File: src/rtl/cu_pkg.sv
// Shared definitions for the cu_dut control unit: FSM states, opcode map,
// register-unit op codes, result selects and the strobe bundle type.
package cu_pkg;

    typedef enum logic [2:0] {
        ST_IDLE   = 3'd0,
        ST_FETCH  = 3'd1,
        ST_DECODE = 3'd2,
        ST_EXEC1  = 3'd3,
        ST_EXEC2  = 3'd4,
        ST_HALT   = 3'd5
    } state_t;

    localparam logic [3:0] OP_NOP   = 4'h0;
    localparam logic [3:0] OP_COPY  = 4'h1;
    localparam logic [3:0] OP_LLS   = 4'h2;
    localparam logic [3:0] OP_LMS   = 4'h3;
    localparam logic [3:0] OP_CFR   = 4'h4;
    localparam logic [3:0] OP_ADD   = 4'h5;
    localparam logic [3:0] OP_SUB   = 4'h6;
    localparam logic [3:0] OP_READ  = 4'h7;
    localparam logic [3:0] OP_WRITE = 4'h8;
    localparam logic [3:0] OP_JMP   = 4'h9;
    localparam logic [3:0] OP_HALT  = 4'hF;

    localparam logic [3:0] CS_AR_DR  = 4'd1;
    localparam logic [3:0] CS_AR_GR  = 4'd2;
    localparam logic [3:0] CS_DR_AR  = 4'd3;
    localparam logic [3:0] CS_DR_GR  = 4'd4;
    localparam logic [3:0] CS_GR_AR  = 4'd5;
    localparam logic [3:0] CS_GR_DR  = 4'd6;
    localparam logic [3:0] CS_LD_LS  = 4'd7;
    localparam logic [3:0] CS_LD_MS  = 4'd8;
    localparam logic [3:0] CS_CFR    = 4'd9;
    localparam logic [3:0] CS_ALU_DG = 4'd10;
    localparam logic [3:0] CS_ALU_GD = 4'd11;
    localparam logic [3:0] CS_RD_DR  = 4'd12;
    localparam logic [3:0] CS_RD_GR  = 4'd13;
    localparam logic [3:0] CS_WR_DR  = 4'd14;
    localparam logic [3:0] CS_WR_GR  = 4'd15;

    localparam logic [1:0] RS_NONE = 2'd0;
    localparam logic [1:0] RS_DR   = 2'd1;
    localparam logic [1:0] RS_GR   = 2'd2;

    typedef struct packed {
        logic       inc_pr;
        logic       load_ir;
        logic       set_pr;
        logic       mode;
        logic       rd;
        logic       wr;
        logic       rdm;
        logic [3:0] ctrl_sig;
        logic       copy_flag;
        logic [1:0] res_sel;
    } ctrl_t;

    function automatic logic op_is_illegal(input logic [7:0] ins);
        logic [3:0] op;
        logic [3:0] sub;
        logic       bad;
        op  = ins[7:4];
        sub = ins[3:0];
        case (op)
            OP_COPY:                          bad = (sub == 4'd0) || (sub > 4'd6);
            4'hA, 4'hB, 4'hC, 4'hD, 4'hE:     bad = 1'b1;
            default:                          bad = 1'b0;
        endcase
        return bad;
    endfunction

    // Opcodes that need a second execute cycle before returning to FETCH.
    function automatic logic op_two_phase(input logic [3:0] op);
        logic two;
        case (op)
            OP_LLS, OP_LMS, OP_ADD, OP_SUB, OP_READ, OP_WRITE: two = 1'b1;
            default:                                           two = 1'b0;
        endcase
        return two;
    endfunction

endpackage

File: src/rtl/cu_decode.sv
// Combinational strobe decoder: maps the current FSM state and the instruction
// byte held in the IR onto the datapath control bundle.
module cu_decode
    import cu_pkg::*;
(
    input  state_t     i_state,
    input  logic [7:0] i_instruction,
    output ctrl_t      o_ctrl
);

    logic [3:0] w_op;
    logic [3:0] w_sub;
    logic       w_bad;

    assign w_op  = i_instruction[7:4];
    assign w_sub = i_instruction[3:0];
    assign w_bad = op_is_illegal(i_instruction);

    always_comb begin
        o_ctrl = '0;
        case (i_state)
            ST_FETCH: begin
                o_ctrl.rd      = 1'b1;
                o_ctrl.load_ir = 1'b1;
                o_ctrl.inc_pr  = 1'b1;
            end

            ST_EXEC1: begin
                case (w_op)
                    OP_COPY: begin
                        if (!w_bad) begin
                            o_ctrl.copy_flag = 1'b1;
                            o_ctrl.ctrl_sig  = w_sub;
                        end
                    end
                    OP_LLS, OP_LMS: begin
                        // operand byte follows the opcode, so fetch it via PR
                        o_ctrl.rd     = 1'b1;
                        o_ctrl.inc_pr = 1'b1;
                    end
                    OP_CFR: begin
                        o_ctrl.copy_flag = 1'b1;
                        o_ctrl.ctrl_sig  = CS_CFR;
                    end
                    OP_ADD, OP_SUB: begin
                        o_ctrl.copy_flag = 1'b1;
                        o_ctrl.ctrl_sig  = w_sub[0] ? CS_ALU_GD : CS_ALU_DG;
                        o_ctrl.mode      = (w_op == OP_SUB);
                    end
                    OP_READ: begin
                        o_ctrl.rd  = 1'b1;
                        o_ctrl.rdm = 1'b1;
                    end
                    OP_WRITE: begin
                        o_ctrl.copy_flag = 1'b1;
                        o_ctrl.ctrl_sig  = w_sub[0] ? CS_WR_GR : CS_WR_DR;
                    end
                    OP_JMP: begin
                        o_ctrl.set_pr = 1'b1;
                    end
                    default: begin
                    end
                endcase
            end

            ST_EXEC2: begin
                case (w_op)
                    OP_LLS: begin
                        o_ctrl.copy_flag = 1'b1;
                        o_ctrl.ctrl_sig  = CS_LD_LS;
                    end
                    OP_LMS: begin
                        o_ctrl.copy_flag = 1'b1;
                        o_ctrl.ctrl_sig  = CS_LD_MS;
                    end
                    OP_ADD, OP_SUB: begin
                        // Mode held so the datapath's registered carry-in matches at capture
                        o_ctrl.res_sel = w_sub[1] ? RS_GR : RS_DR;
                        o_ctrl.mode    = (w_op == OP_SUB);
                    end
                    OP_READ: begin
                        o_ctrl.copy_flag = 1'b1;
                        o_ctrl.ctrl_sig  = w_sub[0] ? CS_RD_GR : CS_RD_DR;
                    end
                    OP_WRITE: begin
                        o_ctrl.wr  = 1'b1;
                        o_ctrl.rdm = 1'b1;
                    end
                    default: begin
                    end
                endcase
            end

            default: begin
            end
        endcase
    end

endmodule

File: src/rtl/cu_dut.sv
// Multi-cycle control unit: fetch/decode/execute sequencer with run control,
// a sticky illegal-opcode flag and a retired-instruction counter.
module cu_dut
    import cu_pkg::*;
#(
    parameter int OPC_W  = 4,
    parameter int ICNT_W = 8
) (
    input  logic              clk,
    input  logic              rst,
    input  logic              start,
    input  logic [7:0]        instruction,
    output logic              inc_PR,
    output logic              load_IR,
    output logic              set_PR,
    output logic              Mode,
    output logic              RD,
    output logic              WR,
    output logic              RDM,
    output logic [3:0]        ctrl_sig,
    output logic              copy_flag,
    output logic [1:0]        res_sel,
    output logic              busy,
    output logic              halted,
    output logic              illegal,
    output logic [ICNT_W-1:0] icount
);

    state_t             r_state;
    state_t             w_state_next;
    logic               r_illegal;
    logic [ICNT_W-1:0]  r_icount;
    logic               w_set_illegal;
    logic               w_retire;
    logic               w_bad;
    logic [OPC_W-1:0]   w_op;
    ctrl_t              w_ctrl;

    assign w_op  = instruction[7 -: OPC_W];
    assign w_bad = op_is_illegal(instruction);

    cu_decode u_decode (
        .i_state       (r_state),
        .i_instruction (instruction),
        .o_ctrl        (w_ctrl)
    );

    always_comb begin
        w_state_next  = r_state;
        w_set_illegal = 1'b0;
        case (r_state)
            ST_IDLE: begin
                if (start) begin
                    w_state_next = ST_FETCH;
                end
            end
            ST_FETCH: begin
                w_state_next = ST_DECODE;
            end
            ST_DECODE: begin
                if (w_bad) begin
                    w_set_illegal = 1'b1;
                    w_state_next  = ST_HALT;
                end else if (w_op == OP_NOP) begin
                    w_state_next = ST_FETCH;
                end else if (w_op == OP_HALT) begin
                    w_state_next = ST_HALT;
                end else begin
                    w_state_next = ST_EXEC1;
                end
            end
            ST_EXEC1: begin
                w_state_next = op_two_phase(w_op) ? ST_EXEC2 : ST_FETCH;
            end
            ST_EXEC2: begin
                w_state_next = ST_FETCH;
            end
            ST_HALT: begin
                w_state_next = ST_HALT;
            end
            default: begin
                w_state_next = ST_IDLE;
            end
        endcase
    end

    // Only returns to FETCH from an instruction count; the initial IDLE->FETCH does not.
    assign w_retire = (w_state_next == ST_FETCH) &&
                      ((r_state == ST_DECODE) || (r_state == ST_EXEC1) || (r_state == ST_EXEC2));

    always_ff @(posedge clk or negedge rst) begin
        if (!rst) begin
            r_state   <= ST_IDLE;
            r_illegal <= 1'b0;
            r_icount  <= '0;
        end else begin
            r_state <= w_state_next;
            if (w_set_illegal) begin
                r_illegal <= 1'b1;
            end
            if (w_retire) begin
                r_icount <= r_icount + 1'b1;
            end
        end
    end

    assign inc_PR    = w_ctrl.inc_pr;
    assign load_IR   = w_ctrl.load_ir;
    assign set_PR    = w_ctrl.set_pr;
    assign Mode      = w_ctrl.mode;
    assign RD        = w_ctrl.rd;
    assign WR        = w_ctrl.wr;
    assign RDM       = w_ctrl.rdm;
    assign ctrl_sig  = w_ctrl.ctrl_sig;
    assign copy_flag = w_ctrl.copy_flag;
    assign res_sel   = w_ctrl.res_sel;

    assign busy    = (r_state == ST_FETCH) || (r_state == ST_DECODE) ||
                     (r_state == ST_EXEC1) || (r_state == ST_EXEC2);
    assign halted  = (r_state == ST_HALT);
    assign illegal = r_illegal;
    assign icount  = r_icount;

endmodule

File: config.mk
export PLATFORM = sky130hd
export DESIGN_NAME = cu_dut
export DESIGN_NICKNAME = d
export VERILOG_FILES = /design/src/rtl/cu_pkg.sv /design/src/rtl/cu_decode.sv /design/src/rtl/cu_dut.sv
export SDC_FILE = /design/constraint.sdc
export NUM_CORES = 1
export LEC_CHECK = 0
export ABC_AREA = 1
export BUFFER_PORTS_ARGS = -buffer_cell sky130_fd_sc_hd__buf_2
export CAP_MARGIN = 25
export CORE_MARGIN = 8
export CORE_UTILIZATION = 25
export CTS_CLUSTER_DIAMETER = 30
export DETAILED_ROUTE_END_ITERATION = 10
export PLACE_DENSITY = 0.51
export SETUP_SLACK_MARGIN = 0.4
export SYNTH_ARGS = -nofsm -noshare
export SYNTH_HDL_FRONTEND = slang
export SYNTH_SLANG_ARGS = --single-unit
File: constraint.sdc
create_clock -name clk -period 2.7 [get_ports clk]
set_clock_uncertainty 0.15 [all_clocks]
set_input_delay 0.27 -clock clk [delete_from_list [all_inputs] [get_ports clk]]
set_output_delay 0.27 -clock clk [all_outputs]
set_load 0.05 [all_outputs]
==> results by group <==
Yosys
  – Syn_area_per_cell: 6.914 um2
  – Yosys reg bits: 12
  – Ys async rst share: 1.000
  – Post-Syn Area: 1065 um2
  – Ys flop type: dfrtp_1
  – Sequential area share after synthesis: 0.2820
  – Mapped Cells: 154
  – Synth warnings: 0
  – Distinct cells, synth: 30
  – Synth Net Count: 166
  – Post-synth EDFFs: 0

Pwr
  – P_leak: 0.7617 nW
  – Power Dens Cells: 988.2 nW/um2
  – Worst IR Drop VDD: 0.3575 mV

Die
  – Die Footprint: 6603 um2
  – Rows: 23
  – Initial Util: 0.2624
  – Core area: 4058 um2
  – Die W: 81.26 um
  – Io pins: 36
  – Die Ht: 81.26 um

STA
  – Fin crit share: 0.7865
  – Setup violators final: 0
  – RSZ-0062 raised after global routing: false
  – Fin worst setup slack: 0.5765 ns
  – Slew margin rel.: 0.6648
  – F_max: 470.9 MHz
  – Setup TNS: 0 ns
  – Final Hold Fails: 0
  – Max-slew violation count: 0
  – Clock period minus worst slack: 2.124 ns
  – Slew @ Worst Pin: 0.4989 ns

Critical path
  – Arr. time, crit path: 1.70 ns
  – Crit start category: flop
  – Critical path class: reg2out
  – CP endpoint kind: output pin
  – Worst Path Max Fanout: 8
  – Critical Path RT: 2.28 ns

Finish
  – Core Util, Final: 0.3392
  – Post-layout nets: 206
  – Fin area: 1376 um2
  – Antenna fix cells: 0
  – Syn-to-layout area delta: 29.26%
  – Layout cells sized above 1: 0.3438

Clock network
  – H-tree levels: 1
  – Worst-Skew Late Latency: 0.24 ns
  – Reg clk slew, reported paths: 0.05 ns
  – Clock buffer depth: 2
  – CTS tree: done
  – CTS sink count: 12
  – TritonCTS Buffers: 3
  – Clock Tree Root: clkbuf_8

Drt
  – TritonRoute pass-1 iters: 4
  – Post-route ant nets: 0
  – DRC errors left: 0
  – Vias: 1102
  – Drt first-iter violations: 82
  – Final wirelength: 2.872 mm
  – DR WL/cell: 11.87 um
  – Post-detailed-route via-to-cell ratio: 4.554

Global routing
  – GRT Util Overall: 0.08973
  – Initial antenna violation count: 0
  – Vias in the first global route: 1137
  – Remaining global-route overflow: 0
  – Global-route wire length before repair: 4.878 mm
  – Largest net degree at the start of global routing: 13

Placement
  – Post-DP HPWL: 2.361 mm
  – IO Port Bufs: 35
  – Final GP Congestion: 0.8573
  – Dpl ws: 0.6674 ns
  – Placed instance area: 1310 um2

Status
  – Outcome: complete, no violations

Job
  – Max-Cap Viols: 0

Worst hold path
  – Worst min path class: in2async
kinds of logic (layout without fill, tap and decap cells):
family          after synthesis  after routing  synth area share
compound gates               15             15           0.09872
simple gates                 95             95            0.4665
xor+xnor                      6              6           0.04935
fa+ha+maj                     1              1           0.01175
flops                        12             12            0.2820
buf+inv                      25             63           0.09166
cell usage after synthesis, types with 2 or more instances:
| master | instances | share of area |
|---|---|---|
| nand2_1 | 38 | 0.13 |
| inv_1 | 21 | 0.074 |
| nand3_1 | 15 | 0.071 |
| dfrtp_1 | 12 | 0.28 |
| nor2_1 | 11 | 0.039 |
| nand4_1 | 7 | 0.041 |
| nor3_1 | 7 | 0.033 |
| o21ai_0 | 6 | 0.028 |
| xor2_1 | 5 | 0.041 |
| nand2_2 | 4 | 0.023 |
| inv_2 | 3 | 0.011 |
| nor2_2 | 3 | 0.018 |
| nand2_4 | 2 | 0.021 |
| nand3_2 | 2 | 0.019 |
| nor2_4 | 2 | 0.021 |
| o22ai_1 | 2 | 0.012 |
area by class of cell:
type                       count  area [um2]
clock buffer                   3       41.29
fill                         444        2681
inverter                      24       90.09
multi-input combinational    117       689.4
sequential                    12       301.5
tap                           50       62.56
timing repair buffer          36       191.4
report_power, final:
part / total (mW) / internal, mW / switching, mW
sequential: 0.295 / 0.234 / 0.0615
clock: 0.158 / 0.0978 / 0.0598
combinational: 0.907 / 0.229 / 0.679
state kept, by name, summed over array words and instances (netlist names):
register and flops:
icount 8, r_state 3, illegal 1
worst paths after layout:
kind | from | endpoint | slack, ns | cells past startpoint
worst max-delay path | r_state[2]$_DFF_PN0_ | RD | 0.58 | 6
worst max register to register | r_state[2]$_DFF_PN0_ | icount[2]$_DFFE_PN0P_ | 0.85 | 10
worst min register to register | illegal$_DFFE_PN0P_ | illegal$_DFFE_PN0P_ | 0.33 | 1
min in group clk | illegal$_DFFE_PN0P_ | illegal$_DFFE_PN0P_ | 0.33 | 1
worst min-delay path | rst | icount[6]$_DFFE_PN0P_ | 0.31 | 2
max in group asynchronous | rst | r_state[1]$_DFF_PN0_ | 1.85 | 2
layout by cell type (no fill, tap or decap), types with 3 or more instances in the layout:
cell / n
xor2_1: 5
nand2_2: 5
inv_1: 20
clkbuf_8: 3
nand2_1: 37
buf_2: 34
inv_2: 4
nor3_1: 5
nand4_1: 7
nand3_1: 15
nor2_1: 11
nor2_2: 3
dfrtp_1: 11
o21ai_0: 4
critical path, cell delays in order, from the launching register on:
cell     delay [ns]
dfrtp_1        0.43
inv_1          0.11
nand2_1        0.08
nor2_4         0.18
inv_1          0.16
o21ai_0        0.21
buf_2          0.29
metrics by stage:
| stage | instances | total power [mW] | hold WS, ns |
|---|---|---|---|
| CTS | 242 | 1.374 | 0.2982 |
| global route | 242 | 1.465 | 0.3384 |
| finish | 242 | 1.360 | 0.3063 |
| global placement | 238 | 1.215 | 0.01856 |
| detailed placement | 238 | 1.208 | 0.02035 |
| floorplan | 154 | 1.019 | -0.1756 |
repair_timing:
item / 4_1_cts / 5_1_grt
resized for setup: 0 / 8
hold buffers: 1 / 0
setup endpoints to repair: 0 / 1
endpoints found under the hold margin: 12 / 0
buffers inserted: 0 / 0
metal layers:
| metal | part of all wire | up-vias | GRT usage |
|---|---|---|---|
| met4 | 0.014 | 0 | 0.03750 |
| li1 | - | 577 | - |
| met2 | 0.51 | 25 | 0.1583 |
| met1 | 0.45 | 494 | 0.1058 |
| met5 | 0 | - | 0 |
| met3 | 0.034 | 6 | 0.01214 |
Note: power is estimated with default switching activity, not from simulation.
